$ cat src/rtl/coin_change_dispenser_pkg.sv
// Shared coin codes, coin values and FSM state type for the coin change dispenser.
package coin_change_dispenser_pkg;

  localparam logic [1:0] COIN_05 = 2'b00;
  localparam logic [1:0] COIN_10 = 2'b01;
  localparam logic [1:0] COIN_50 = 2'b10;

  localparam logic [9:0] VAL_05  = 10'd5;
  localparam logic [9:0] VAL_10  = 10'd10;
  localparam logic [9:0] VAL_50  = 10'd50;
  localparam logic [9:0] BAL_MAX = 10'd999;

  typedef enum logic [2:0] {
    StIdle,
    StSelect,
    StReq,
    StDone,
    StFault
  } state_e;

  function automatic logic [9:0] coin_value(input logic [1:0] code);
    logic [9:0] val;
    case (code)
      COIN_05: val = VAL_05;
      COIN_10: val = VAL_10;
      COIN_50: val = VAL_50;
      default: val = 10'd0;
    endcase
    return val;
  endfunction

endpackage

$ cat src/rtl/coin_change_dispenser_coin_stock.sv
// Per-coin stock: three 8-bit saturating up/down counters indexed by coin code.
module coin_change_dispenser_coin_stock
  import coin_change_dispenser_pkg::*;
#(
  parameter int unsigned INIT_STOCK_50 = 20,
  parameter int unsigned INIT_STOCK_10 = 20,
  parameter int unsigned INIT_STOCK_5  = 20
) (
  input  logic       clk_i,
  input  logic       rst_i,
  input  logic       dec_en_i,
  input  logic [1:0] dec_type_i,
  input  logic       inc_en_i,
  input  logic [1:0] inc_type_i,
  output logic [7:0] stock_50_o,
  output logic [7:0] stock_10_o,
  output logic [7:0] stock_5_o
);

  logic [7:0] cnt_q [3];
  logic [7:0] cnt_d [3];

  always_comb begin
    for (int i = 0; i < 3; i++) begin
      logic up, dn;
      up       = inc_en_i && (inc_type_i == 2'(i));
      dn       = dec_en_i && (dec_type_i == 2'(i));
      cnt_d[i] = cnt_q[i];
      if (up && !dn && (cnt_q[i] != 8'hFF)) begin
        cnt_d[i] = cnt_q[i] + 8'd1;
      end else if (dn && !up && (cnt_q[i] != 8'h00)) begin
        cnt_d[i] = cnt_q[i] - 8'd1;
      end
    end
  end

  always_ff @(posedge clk_i) begin
    if (rst_i) begin
      cnt_q[COIN_05] <= 8'(INIT_STOCK_5);
      cnt_q[COIN_10] <= 8'(INIT_STOCK_10);
      cnt_q[COIN_50] <= 8'(INIT_STOCK_50);
    end else begin
      for (int i = 0; i < 3; i++) begin
        cnt_q[i] <= cnt_d[i];
      end
    end
  end

  assign stock_5_o  = cnt_q[COIN_05];
  assign stock_10_o = cnt_q[COIN_10];
  assign stock_50_o = cnt_q[COIN_50];

endmodule

$ cat src/rtl/coin_change_dispenser.sv
// Refund sequencer: pays a latched balance out largest-coin-first over a req/ack hopper handshake.
module coin_change_dispenser
  import coin_change_dispenser_pkg::*;
#(
  parameter int unsigned INIT_STOCK_50 = 20,
  parameter int unsigned INIT_STOCK_10 = 20,
  parameter int unsigned INIT_STOCK_5  = 20,
  parameter int unsigned ACK_TIMEOUT   = 1000
) (
  input  logic       clk_i,
  input  logic       rst_i,
  input  logic       refund_start_i,
  input  logic [9:0] balance_in_i,
  input  logic       coin_ack_i,
  input  logic       restock_en_i,
  input  logic [1:0] restock_type_i,
  input  logic       fault_clr_i,
  output logic       coin_req_o,
  output logic [1:0] coin_type_o,
  output logic       busy_o,
  output logic       done_o,
  output logic       fault_o,
  output logic [9:0] remain_o,
  output logic [7:0] stock_50_o,
  output logic [7:0] stock_10_o,
  output logic [7:0] stock_5_o
);

  // The counter only needs to reach ACK_TIMEOUT-1: the fault is taken on that cycle's edge.
  localparam int unsigned TmoW = (ACK_TIMEOUT > 1) ? $clog2(ACK_TIMEOUT) : 1;
  localparam logic [TmoW-1:0] TmoLast = TmoW'(ACK_TIMEOUT - 1);

  state_e          state_q, state_d;
  logic [9:0]      remain_q, remain_d;
  logic [TmoW-1:0] tmo_q, tmo_d;
  logic [1:0]      coin_type_q, coin_type_d;
  logic            coin_req_q, busy_q, done_q, fault_q;
  logic            dec_en, inc_en;

  assign inc_en = restock_en_i && (state_q == StIdle) && (restock_type_i != 2'b11);

  coin_change_dispenser_coin_stock #(
    .INIT_STOCK_50(INIT_STOCK_50),
    .INIT_STOCK_10(INIT_STOCK_10),
    .INIT_STOCK_5 (INIT_STOCK_5)
  ) u_coin_stock (
    .clk_i     (clk_i),
    .rst_i     (rst_i),
    .dec_en_i  (dec_en),
    .dec_type_i(coin_type_q),
    .inc_en_i  (inc_en),
    .inc_type_i(restock_type_i),
    .stock_50_o(stock_50_o),
    .stock_10_o(stock_10_o),
    .stock_5_o (stock_5_o)
  );

  always_comb begin
    state_d     = state_q;
    remain_d    = remain_q;
    coin_type_d = coin_type_q;
    tmo_d       = '0;
    dec_en      = 1'b0;
    unique case (state_q)
      StIdle: begin
        if (refund_start_i) begin
          remain_d = (balance_in_i > BAL_MAX) ? BAL_MAX : balance_in_i;
          state_d  = StSelect;
        end
      end
      StSelect: begin
        if (remain_q == 10'd0) begin
          state_d = StDone;
        end else if ((remain_q >= VAL_50) && (stock_50_o != 8'd0)) begin
          coin_type_d = COIN_50;
          state_d     = StReq;
        end else if ((remain_q >= VAL_10) && (stock_10_o != 8'd0)) begin
          coin_type_d = COIN_10;
          state_d     = StReq;
        end else if ((remain_q >= VAL_05) && (stock_5_o != 8'd0)) begin
          coin_type_d = COIN_05;
          state_d     = StReq;
        end else begin
          state_d = StFault;
        end
      end
      StReq: begin
        if (coin_ack_i) begin
          remain_d = remain_q - coin_value(coin_type_q);
          dec_en   = 1'b1;
          state_d  = StSelect;
        end else if (tmo_q == TmoLast) begin
          state_d = StFault;
        end else begin
          tmo_d = tmo_q + 1'b1;
        end
      end
      StDone: state_d = StIdle;
      StFault: begin
        if (fault_clr_i) begin
          remain_d = 10'd0;
          state_d  = StIdle;
        end
      end
      default: state_d = StIdle;
    endcase
  end

  always_ff @(posedge clk_i) begin
    if (rst_i) begin
      state_q     <= StIdle;
      remain_q    <= 10'd0;
      tmo_q       <= '0;
      coin_type_q <= COIN_05;
      coin_req_q  <= 1'b0;
      busy_q      <= 1'b0;
      done_q      <= 1'b0;
      fault_q     <= 1'b0;
    end else begin
      state_q     <= state_d;
      remain_q    <= remain_d;
      tmo_q       <= tmo_d;
      coin_type_q <= coin_type_d;
      coin_req_q  <= (state_d == StReq);
      busy_q      <= (state_d != StIdle);
      done_q      <= (state_d == StDone);
      fault_q     <= (state_d == StFault);
    end
  end

  assign coin_req_o  = coin_req_q;
  assign coin_type_o = coin_type_q;
  assign busy_o      = busy_q;
  assign done_o      = done_q;
  assign fault_o     = fault_q;
  assign remain_o    = remain_q;

endmodule

$ cat config.mk
export PLATFORM = sky130hd
export DESIGN_NAME = coin_change_dispenser
export DESIGN_NICKNAME = d
export VERILOG_FILES = /design/src/rtl/coin_change_dispenser_pkg.sv /design/src/rtl/coin_change_dispenser_coin_stock.sv /design/src/rtl/coin_change_dispenser.sv
export SDC_FILE = /design/constraint.sdc
export NUM_CORES = 1
export LEC_CHECK = 0
export ABC_AREA = 1
export CORE_MARGIN = 8
export CORE_UTILIZATION = 34
export CTS_CLUSTER_SIZE = 20
export DETAILED_ROUTE_END_ITERATION = 16
export SLEW_MARGIN = 20
export SYNTH_ARGS = -nofsm -noshare
export SYNTH_HDL_FRONTEND = slang
export SYNTH_HIERARCHICAL = 1
export SYNTH_SLANG_ARGS = --single-unit
$ cat constraint.sdc
create_clock -name clk_i -period 3.3 [get_ports clk_i]
set_input_delay 0.33 -clock clk_i [delete_from_list [all_inputs] [get_ports clk_i]]
set_output_delay 0.33 -clock clk_i [all_outputs]
set_load 0.01 [all_outputs]
### Word level (Yosys, flattened, before mapping)

Memory sizes are Yosys's and may differ from the RTL's.
Cells that the tools add are included.

* multiply operators: 0
* reduce and logical (&&, ||, !) cells: 45
* mux-type cells: 34
* div/mod/pow operators: 0
* shift-type cells: 0
* equality and inequality tests: 18
* bitwise gates (word level): 5
* magnitude comparators: 4
* add/sub/neg operators: 8

Operator list (number)
* $mux W8: 9
* $mux W10: 6
* $reduce_bool A8 Y1: 6
* $pmux W10 S3: 1
* $add A8 B1 Y8 const B: 3
* $mux W3: 8
* $ne A8 B8 Y1 const B: 3
* $sub A8 B1 Y8 const B: 3
* $logic_and A1 B1 Y1: 23
* $pmux W6 S3: 1
* $pmux W3 S4: 1
* $add A10 B1 Y10 const B: 1
* $eq A10 B10 Y1 const B: 1
* $ge A10 B3 Y1 const B: 1
* $ge A10 B4 Y1 const B: 1
* $ge A10 B6 Y1 const B: 1
* $gt A10 B10 Y1 const B: 1
* $logic_not A10 Y1: 1
* $sub A10 B10 Y10: 1
* $eq A3 B2 Y1 const B: 3
* $reduce_bool A3 Y1: 3
* $ne A2 B2 Y1 const B: 4
* $eq A3 B3 Y1 const B: 2
* $logic_not A1 Y1: 6
* 12 further kinds: 24

* memory bits (writable): 24
* bits in latches: 0
* logic and storage cells: 123
* input port bits: 18
* memories: 1
* register bits: 29
* memory bits (read-only): 0

Memories
* u_coin_stock.cnt_q: depth 3, width 8, rd ports 3, clocked after memory_dff 0, write ports 3, line coin_change_dispenser_coin_stock.sv:20 `logic [7:0] cnt_q [3];`

### Logic depth before layout (Yosys ltp)

Gate-level depths: netlist (run 1).

* depth after elaboration: 10
* gate-level depth with buffers: 18
* depth with buffers taken out: 18

### Cells and area by module

Netlist (run 1), hierarchy kept.

By module, submodules not included
* coin_change_dispenser_coin_stock: cells each 340, area each 2099.5 µm², sequential area each 480.5 µm², instances 1
* coin_change_dispenser: cells each 304, area each 1971.9 µm², sequential area each 580.6 µm², instances 1

### Worst setup path before layout (run 1)

No wires, ideal clock.

* path kind: reg-to-reg
* start: reg state_q[0]
* end: mem u_coin_stock.cnt_q[2][7] (netlist: u_coin_stock/cnt_q[0][23])
* arrival: 2.264 ns
* required time: 3.185 ns
* library setup time: 0.115 ns
* setup slack: 0.921 ns
* cell stages (with the launch flop): 18
* period minus slack after synthesis: 2.379 ns
* buffers on the path: 0
* path through: dfxtp_1 > inv_1 > nand2_1 > nor2_1 > nand2_1 > a21oi_1 > nand2_1 > nor2_2 > and2_2 > nand2_4 > ha_1 > or2_2 > nand3_1 > nand2_1 > nand2_1 > nand3_1 > nand2_1 > nor2_1

RTL lines
* from (decl): line coin_change_dispenser.sv:33 `state_e state_q, state_d;`
* from (signal assigned): line coin_change_dispenser.sv:111 `state_q <= StIdle;`
* from (signal assigned): line coin_change_dispenser.sv:120 `state_q <= state_d;`
* to (decl): line coin_change_dispenser_coin_stock.sv:20

==> results of run 1 <==
state kept, by name, summed over array words and instances (netlist names):
signal / cells
u_coin_stock/cnt_q: 24
remain_o: 10
tmo_q: 10
state_q: 3
coin_type_o: 2
busy_o: 1
coin_req_o: 1
done_o: 1
fault_o: 1
final cells by class:
type,instances,area (µm²),share of cell area (%)
Timing Repair Buffer,57,571,11.6
Sequential cell,53,1060,21.6
Inverter,104,393,7.99
Tap cell,147,184,3.74
Clock inverter,3,21.3,0.433
Clock buffer,5,125,2.55
Multi-Input combinational cell,480,2560,52.1
worst max-delay path, cell delays in order, from the launching register on:
cell and delay [ps]:
dfxtp_1 330, inv_1 110, nand2_1 80, nor2_1 210, nand2_1 80, a21oi_1 210, nand2_1 80, nor2_1 180
nand3_2 250, ha_1 440, nand3_1 90, nand3_1 150, nand2_1 100, nand2_1 70, nand2_1 70, a21oi_1 190
nor2_1 70
synthesized netlist by cell type, drive strengths merged:
master and count:
nand2 161, inv 104, nor2 97, dfxtp 53
nand3 53, a21oi 49, o21ai 38, ha 29
nand4 14, xor2 8, nor3 7, or2 6
buf 5, fa 4, nand3b 3, o211ai 3
and2 2, clkbuf 2, o21a 2, a31oi 1
nor3b 1, nor4 1, xnor2 1
report_power, final:
part	switching, mW	internal (mW)
Clock	0.265	0.284
Sequential	0.109	0.706
Combinational	0.570	0.418
cell families (layout without fill, tap and decap cells):
group	after synthesis	count (layout)	synth area share [%]
AOI/OAI and AO/OA	93	93	12.0
xor gates and xnor gates	9	9	1.94
adders and majority gates	33	33	10.9
buffers and inverters	111	169	11.1
DFF	53	53	26.1
and+or+nand+nor	345	345	38.1
path summary, 6_finish.rpt:
| check | start | endpoint | slack [ps] | cells past startpoint |
|---|---|---|---|---|
| min | tmo_q[0] | tmo_q[0] | 460 | 1 |
| min reg2reg | tmo_q[0] | tmo_q[0] | 460 | 1 |
| max reg2reg | state_q[0] | u_coin_stock/cnt_q[0][7] | 480 | 16 |
| max | state_q[0] | u_coin_stock/cnt_q[0][7] | 480 | 16 |
metal layers:
layer / GRT usage [%] / wire length [µm]
met1: 16.7 / 5090
met2: 22.3 / 4780
met3: 3.23 / 498
met4: 4.80 / 206
met5: 0 / 0
==> impl_metrics.csv, run 1 <==
group,metric,value,unit
yosys,ys_types,35,
pwr,p_per_area,478,nW/µm²
sta,final.min_clock_period,2820,ps
setup_path,crit_required,3500,ps
setup_path,worstSetupEndpointType,"register",
setup_path,cp_max_fo,9,
yosys,synth_top_area_cell,"dfxtp_1",
clocking,postCtsSetupBuffers,0,
floorplan,start_util,34.3,%
sta,skew,5.55,ps
cells_and_area,final_common_cell,"nand2_1",
sta,final_hold_viol_count,0,
cells_and_area,drive_gt1_share,6.41,%
yosys,netlist_area,4070,µm²
clocking,cts_resized,0,
routing,ant_nets,0,
yosys,mappedNetlistNets,695,
routing,wire_per_inst,12.5,µm
sta,fin_ws,481,ps
routing,drt-pass1-iter-count,4,
pwr,ir_drop,0.000251,V
clocking,clk_latency,300,ps
sta,relSlewSlack,51.1,%
global_routing,grt_use_total,13.5,%
routing,drt_first_iter_violations,242,
place,io_buffers,57,
sta,setup_violations,0,
setup_path,worst_setup_path_start_kind,"register",
place,dp_slack,453,ps
yosys,ys_ff_latch,53,
clocking,cts_tree,"done",
place,place_area,4770,µm²
setup_path,arrival,3020,ps
outcome,status,"completed",
yosys,syn-instance-count,644,
clocking,htree_levels,2,
sta,timing.setup.tns,0,ps
cells_and_area,syn_to_final_growth,20.7,%
routing,drc,0,
global_routing,grt_max_degree,22,
cells_and_area,fin_util,41.4,%
yosys,ys_seq_area_share,26.1,%
floorplan,fp.dieH,125,µm
cells_and_area,stdcell_area,4910,µm²
clocking,cts.path.max_buffers,2,
floorplan,fp.dieW,125,µm
floorplan,ioPinCount,58,
floorplan,coreArea,11900,µm²
sta,maxSlewViolCount,0,
sta,rsz0062_at_grt,"no",
routing,vias_per_cell,4.79,
cells_and_area,nFillCells,1220,
clocking,ctsHoldBuffers,0,
clocking,cts-root-buf,"clkbuf_16",
global_routing,grt-ovfl-total,0,
place,place_inst,841,
floorplan,die_area,15700,µm²
yosys,netlist.area_leader.share,26.1,%
global_routing,grt_pass1_wl,17900,µm
floorplan,rows,40,
yosys,yosysWarnings,6,
pwr,power,2.35,mW
cells_and_area,diodes,0,
global_routing,grt_pass1_vias,3809,
setup_path,worst-setup-path-type,"reg -> reg",
clocking,cts_sinks,53,
sta,fmax,0.355,GHz
sta,min_period_over_period,85.4,%
routing,vias,4066,
worst_hold_path,hold_class,"reg -> reg",
pwr,leakage,2.32,nW
cells_and_area,final_nets,752,
clocking,cts_buffers,5,
global_routing,antenna_found_initial,0,
sta,tightest_slew,733,ps
place,place_congestion,0.880,
run,max_cap_violations,0,
yosys,syn_area_per_cell,6.32,µm²
clocking,path_clk_slew,80,ps
cells_and_area,layout_common_cells,"150 x nand2_1, 98 x inv_1, 91 x nor2_1",
routing,wl,10600,µm
sta,whs,456,ps
cells_and_area,fin_cells,849,
place,place_hpwl,8170,µm
yosys,synthTopCellsByArea,"dfxtp_1 26%, nand2_1 14%, inv_1 9.0%, ha_1 8.9%, nor2_1 8.4%",
(Power assumes the default switching activity.)
==> inputs of run 2 (changes only) <==
Settings changed: RECOVER_POWER set to 50.
==> run 2 against run 1 <==
Against the previous run: critical path depth did not move; combinational power fell by 3.6%; total power fell by 1.6%; via count rose by 0.37%; wire length rose by 0.15%; register-to-register slack barely moved; hold slack barely moved; worst setup slack improved by 0.62 ps; maximum frequency barely moved; non-clock buffer count did not move; global-route usage did not move; largest cell class unchanged.
==> impl_metrics.csv, run 2 (synthesized netlist as in run 1, its figures left out) <==
group,metric,value,unit
outcome,status,"completed",
global_routing,grt_pass1_vias,3809,
pwr,p_seq_share,35.1,%
routing,vias_per_cell,4.81,
global_routing,grt-ovfl-total,0,
pwr,ir_drop,0.000249,V
global_routing,grt_pass1_wl,17900,µm
setup_path,worst-setup-path-type,"reg -> reg",
cells_and_area,syn_to_final_growth,19.7,%
clocking,cts.path.max_buffers,2,
clocking,clk_latency,300,ps
setup_path,arrival,3020,ps
sta,tightest_slew,924,ps
sta,min_period_over_period,85.4,%
pwr,intPower,1.38,mW
cells_and_area,top_register,"u_coin_stock/cnt_q",
cells_and_area,layout_common_cells,"153 x nand2_1, 98 x inv_1, 94 x nor2_1",
pwr,p_per_area,475,nW/µm²
routing,drt_first_iter_violations,238,
clocking,postCtsSetupBuffers,0,
cells_and_area,drive_gt1_share,5.13,%
setup_path,crit_required,3500,ps
clocking,cts_sinks,53,
routing,drc,0,
sta,rsz0062_at_grt,"no",
pwr,swShare,40.2,%
setup_path,r2r_start,"state_q[0]",
setup_path,worst_setup_path_start_kind,"register",
floorplan,fp.dieW,125,µm
routing,drt-pass1-iter-count,5,
routing,ant_nets,0,
cells_and_area,largest_reg_flops,24,
global_routing,grt_max_degree,22,
floorplan,coreArea,11900,µm²
sta,setup_violations,0,
clocking,cts_resized,0,
pwr,p_clk_share,23.8,%
place,place_congestion,0.880,
sta,final_hold_viol_count,0,
sta,fmax,0.355,GHz
sta,relSlewSlack,38.2,%
floorplan,rows,40,
run,max_cap_violations,0,
floorplan,start_util,34.3,%
clocking,cts-root-buf,"clkbuf_16",
cells_and_area,seq_area,1060,µm²
place,place_area,4770,µm²
cells_and_area,nFillCells,1228,
routing,wire_per_inst,12.5,µm
place,place_hpwl,8170,µm
floorplan,ioPinCount,58,
global_routing,grt_use_total,13.5,%
sta,final.min_clock_period,2820,ps
setup_path,worstSetupEndpointType,"register",
cells_and_area,final_common_cell,"nand2_1",
pwr,leakage,2.37,nW
worst_hold_path,min_from,"tmo_q[0]",
sta,timing.setup.tns,0,ps
cells_and_area,multi_input_area,2520,µm²
clocking,cts_buffers,5,
pwr,power.switching,0.931,mW
setup_path,critPathLaunch,"state_q[0]",
sta,skew,6.05,ps
place,io_buffers,57,
worst_hold_path,hold_class,"reg -> reg",
sta,maxSlewViolCount,0,
cells_and_area,stdcell_area,4870,µm²
pwr,combPwrFrac,41.1,%
setup_path,cp_max_fo,9,
floorplan,fp.dieH,125,µm
clocking,htree_levels,2,
clocking,path_clk_slew,80,ps
clocking,cts_tree,"done",
floorplan,die_area,15700,µm²
routing,wl,10600,µm
clocking,ctsHoldBuffers,0,
global_routing,antenna_found_initial,0,
cells_and_area,diodes,0,
routing,vias,4081,
cells_and_area,final_nets,752,
-- run 2: metal layers --
| layer | routed length, µm | global-route usage, % | vias to the layer above |
|---|---|---|---|
| li1 | - | - | 2164 |
| met1 | 5080 | 16.7 | 1821 |
| met2 | 4790 | 22.3 | 83 |
| met3 | 512 | 3.23 | 13 |
| met4 | 205 | 4.80 | 0 |
| met5 | 0 | 0 | - |
-- run 2: worst max-delay path: stages, from the launching register on --
cell and delay, ps:
dfxtp_1 330, inv_1 110, nand2_1 80, nor2_1 210, nand2_1 80, a21oi_1 210, nand2_1 80, nor2_1 180
nand3_2 260, ha_1 430, nand3_1 90, nand3_1 150, nand2_1 90, nand2_1 60, nand2_1 70, a21oi_1 190
nor2_1 70
-- run 2: final timing paths --
kind / endpoint / slack [ps] / cells after the start
setup / recovery: u_coin_stock/cnt_q[0][7] / 480 / 16
hold / removal: tmo_q[0] / 460 / 1
setup reg to reg: u_coin_stock/cnt_q[0][7] / 480 / 16
hold reg to reg: tmo_q[0] / 460 / 1
-- run 2: cell type report --
cell class | count | share of cell area, %
Tap cell | 147 | 3.78
Timing Repair Buffer | 57 | 11.7
Clock inverter | 3 | 0.437
Clock buffer | 5 | 2.57
Inverter | 104 | 8.06
Multi-Input combinational cell | 480 | 51.7
Sequential cell | 53 | 21.8
-- run 2: power groups by stage --
| stage | Clock (mW) | Combinational [mW] | Sequential (mW) |
|---|---|---|---|
| floorplan | 0 | 0.681 | 0.825 |
| detailed placement | 0 | 0.983 | 0.831 |
| CTS | 0.562 | 0.990 | 0.816 |
| finish | 0.550 | 0.952 | 0.811 |
| global route | 0.585 | 1.08 | 0.827 |
| global placement | 0 | 0.969 | 0.830 |
-- run 2: stage by stage --
stage	hold slack (ps)	cells	setup slack, ps	utilization [%]	power, mW
after floorplan	402	644	921	-	1.51
after global placement	432	841	535	40.2	1.80
after detailed placement	444	841	453	40.2	1.81
after CTS	456	849	502	41.4	2.37
after global routing	477	849	154	41.1	2.50
final	456	849	482	41.1	2.31
==> inputs of run 3 (changes only) <==
Settings changed: ABC_AREA 1 to 0, PLACE_DENSITY set to 0.57.
==> run 3 against run 2 <==
Against the previous run: register-to-register slack worse by 230 ps; wire length shrank 7.0%; worst setup slack got worse by 230 ps; final area down 4.4%; sequential cell count unchanged; die area fell by 7.5%; area after synthesis decreased by 8.5%.
==> impl_metrics.csv, run 3 <==
group,metric,value,unit
sta,timing.setup.tns,0,ps
sta,final_hold_viol_count,0,
clocking,cts_buffers,5,
yosys,synth_top_area_cell,"dfxtp_1",
setup_path,cp_max_fo,10,
global_routing,grt_max_degree,23,
yosys,synthTopCellsByArea,"dfxtp_1 28%, ha_1 9.7%, a21oi_1 4.6%, nor2_1 4.3%, nand3_1 3.8%",
cells_and_area,largest_reg_flops,24,
pwr,p_per_area,398,nW/µm²
routing,drt-pass1-iter-count,4,
cells_and_area,final_nets,564,
yosys,yosysWarnings,6,
global_routing,grt-ovfl-total,0,
yosys,ys_top_cells_by_count,"53 x dfxtp_1, 43 x nor2_1, 34 x a21oi_1",
clocking,cts_sinks,53,
clocking,cts-root-buf,"clkbuf_8",
routing,wl,9840,µm
yosys,ys_seq_area_share,28.5,%
setup_path,ff2ff_setup_slack,250,ps
yosys,yosysMostFrequentCell,"dfxtp_1",
pwr,power,1.86,mW
setup_path,worst-setup-path-type,"reg -> reg",
floorplan,rows,38,
sta,final.min_clock_period,3050,ps
sta,fin_ws,254,ps
setup_path,rr_worst_depth,11,
global_routing,grt_pass1_wl,16800,µm
sta,skew,6.78,ps
cells_and_area,diodes,0,
clocking,htree_levels,2,
sta,relSlewSlack,35.2,%
setup_path,worstSetupEndpointType,"register",
global_routing,antenna_found_initial,0,
yosys,async_flop_share,0,%
yosys,ys_ff_latch,53,
floorplan,ioPinCount,58,
global_routing,grt_use_total,13.8,%
cells_and_area,drive_gt1_share,8.37,%
routing,vias_per_cell,5.39,
clocking,cts_tree,"done",
clocking,postCtsSetupBuffers,0,
yosys,netlist_area,3720,µm²
yosys,syn-instance-count,447,
floorplan,fp.dieH,121,µm
yosys,syn_area_per_cell,8.33,µm²
pwr,ir_drop,0.000190,V
routing,drc,0,
yosys,ys_types,66,
setup_path,r2r_end,"u_coin_stock/cnt_q[0][7]",
place,dp_slack,92.4,ps
sta,rsz0062_at_grt,"no",
pwr,leakage,1.78,nW
sta,min_period_over_period,92.3,%
cells_and_area,top_register,"u_coin_stock/cnt_q",
run,max_cap_violations,0,
yosys,synth_flop_cell,"dfxtp_1",
floorplan,die_area,14600,µm²
floorplan,start_util,34.7,%
setup_path,worst_setup_path_start_kind,"register",
routing,wire_per_inst,15.1,µm
sta,maxSlewViolCount,0,
setup_path,r2r_start,"state_q[1]",
global_routing,grt_pass1_vias,3519,
place,place_congestion,0.839,
routing,ant_nets,0,
clocking,path_clk_slew,110,ps
place,place_hpwl,7580,µm
routing,drt_first_iter_violations,198,
place,io_buffers,57,
worst_hold_path,min_from,"tmo_q[0]",
yosys,synth-edff-count,0,
sta,tightest_slew,964,ps
clocking,clk_latency,310,ps
yosys,mappedNetlistNets,498,
floorplan,coreArea,10700,µm²
sta,fmax,0.328,GHz
outcome,status,"completed",
sta,setup_violations,0,
clocking,cts.path.max_buffers,2,
cells_and_area,syn_to_final_growth,25.1,%
worst_hold_path,hold_class,"reg -> reg",
routing,vias,3522,
setup_path,crit_required,3510,ps
yosys,netlist.area_leader.share,28.5,%
worst_hold_path,holdPathEnd,"tmo_q[0]",
cells_and_area,layout_common_cells,"53 x dfxtp_1, 43 x nor2_1, 37 x dlygate4sd3_1",
floorplan,fp.dieW,121,µm
cells_and_area,final_common_cell,"dfxtp_1",
worst_hold_path,min_path_cells,1,
setup_path,arrival,3250,ps
[run 3: logic make-up (layout without fill, tap and decap cells)]
| family | Yosys count | after routing | share of synthesized area, % |
|---|---|---|---|
| buffers and inverters | 27 | 94 | 2.99 |
| AO/OA/AOI/OAI | 123 | 123 | 22.6 |
| XOR/XNOR | 24 | 24 | 5.64 |
| multiplexers | 10 | 10 | 2.75 |
| AND/OR/NAND/NOR | 177 | 177 | 25.6 |
| adder cells (fa/ha/maj) | 33 | 33 | 11.9 |
| flip-flops | 53 | 53 | 28.5 |
[run 3: what timing repair did]
action	4_1_cts	5_1_grt
hold buffers	0	0
gates resized for setup	0	2
endpoints found under the setup margin	0	1
[run 3: area by class of cell]
class,instances,area (µm²)
clock buffer,5,68.8
multi-input combinational,367,2570
tap,140,175
sequential,53,1060
timing repair buffer,72,683
clock inverter,3,50.0
fill,1095,6090
inverter,14,52.6
[run 3: how the worst max path moves through the flow]
stage	startpoint	endpoint	slack (ps)	cells after the start
after detailed placement	restock_en_i	u_coin_stock/cnt_q[0][23]	90	12
after global placement	restock_en_i	u_coin_stock/cnt_q[0][6]	150	12
after global routing	state_q[1]	u_coin_stock/cnt_q[0][23]	5	12
after CTS	state_q[1]	u_coin_stock/cnt_q[0][7]	260	11
after floorplan	state_q[0]	u_coin_stock/cnt_q[0][7]	220	11
final	state_q[1]	u_coin_stock/cnt_q[0][7]	250	11
[run 3: where the power goes]
part	leakage (nW)	switching (mW)	internal, mW
Combinational	1.28	0.334	0.294
Clock	0.0603	0.243	0.233
Sequential	0.432	0.0701	0.681
Total	1.78	0.647	1.21
[run 3: worst max-delay path: stages, from the launching register on]
cell      delay (ps)
dfxtp_1          540
nor3b_2          260
and2_1           280
or3b_4           430
o211ai_2          90
buf_4            220
ha_1             280
a21oi_1          150
o21ai_0          190
o21ba_2          260
nor3_1           190
nor3_2            70
[run 3: per-layer routing]
| layer | global-route usage (%) | wire length (µm) | up-vias |
|---|---|---|---|
| li1 | - | - | 1808 |
| met1 | 17.2 | 4730 | 1652 |
| met2 | 23.3 | 4600 | 56 |
| met3 | 3.45 | 424 | 6 |
| met4 | 3.04 | 87 | 0 |
| met5 | 0 | 0 | - |
[run 3: through the flow]
stage,hold WS (ps),std cells,utilization [%],area [µm²]
floorplan,418,447,-,3720
global placement,430,646,42.1,4520
detailed placement,438,646,42.1,4520
CTS,462,654,43.2,4640
global route,492,654,43.4,4660
finish,460,654,43.4,4660
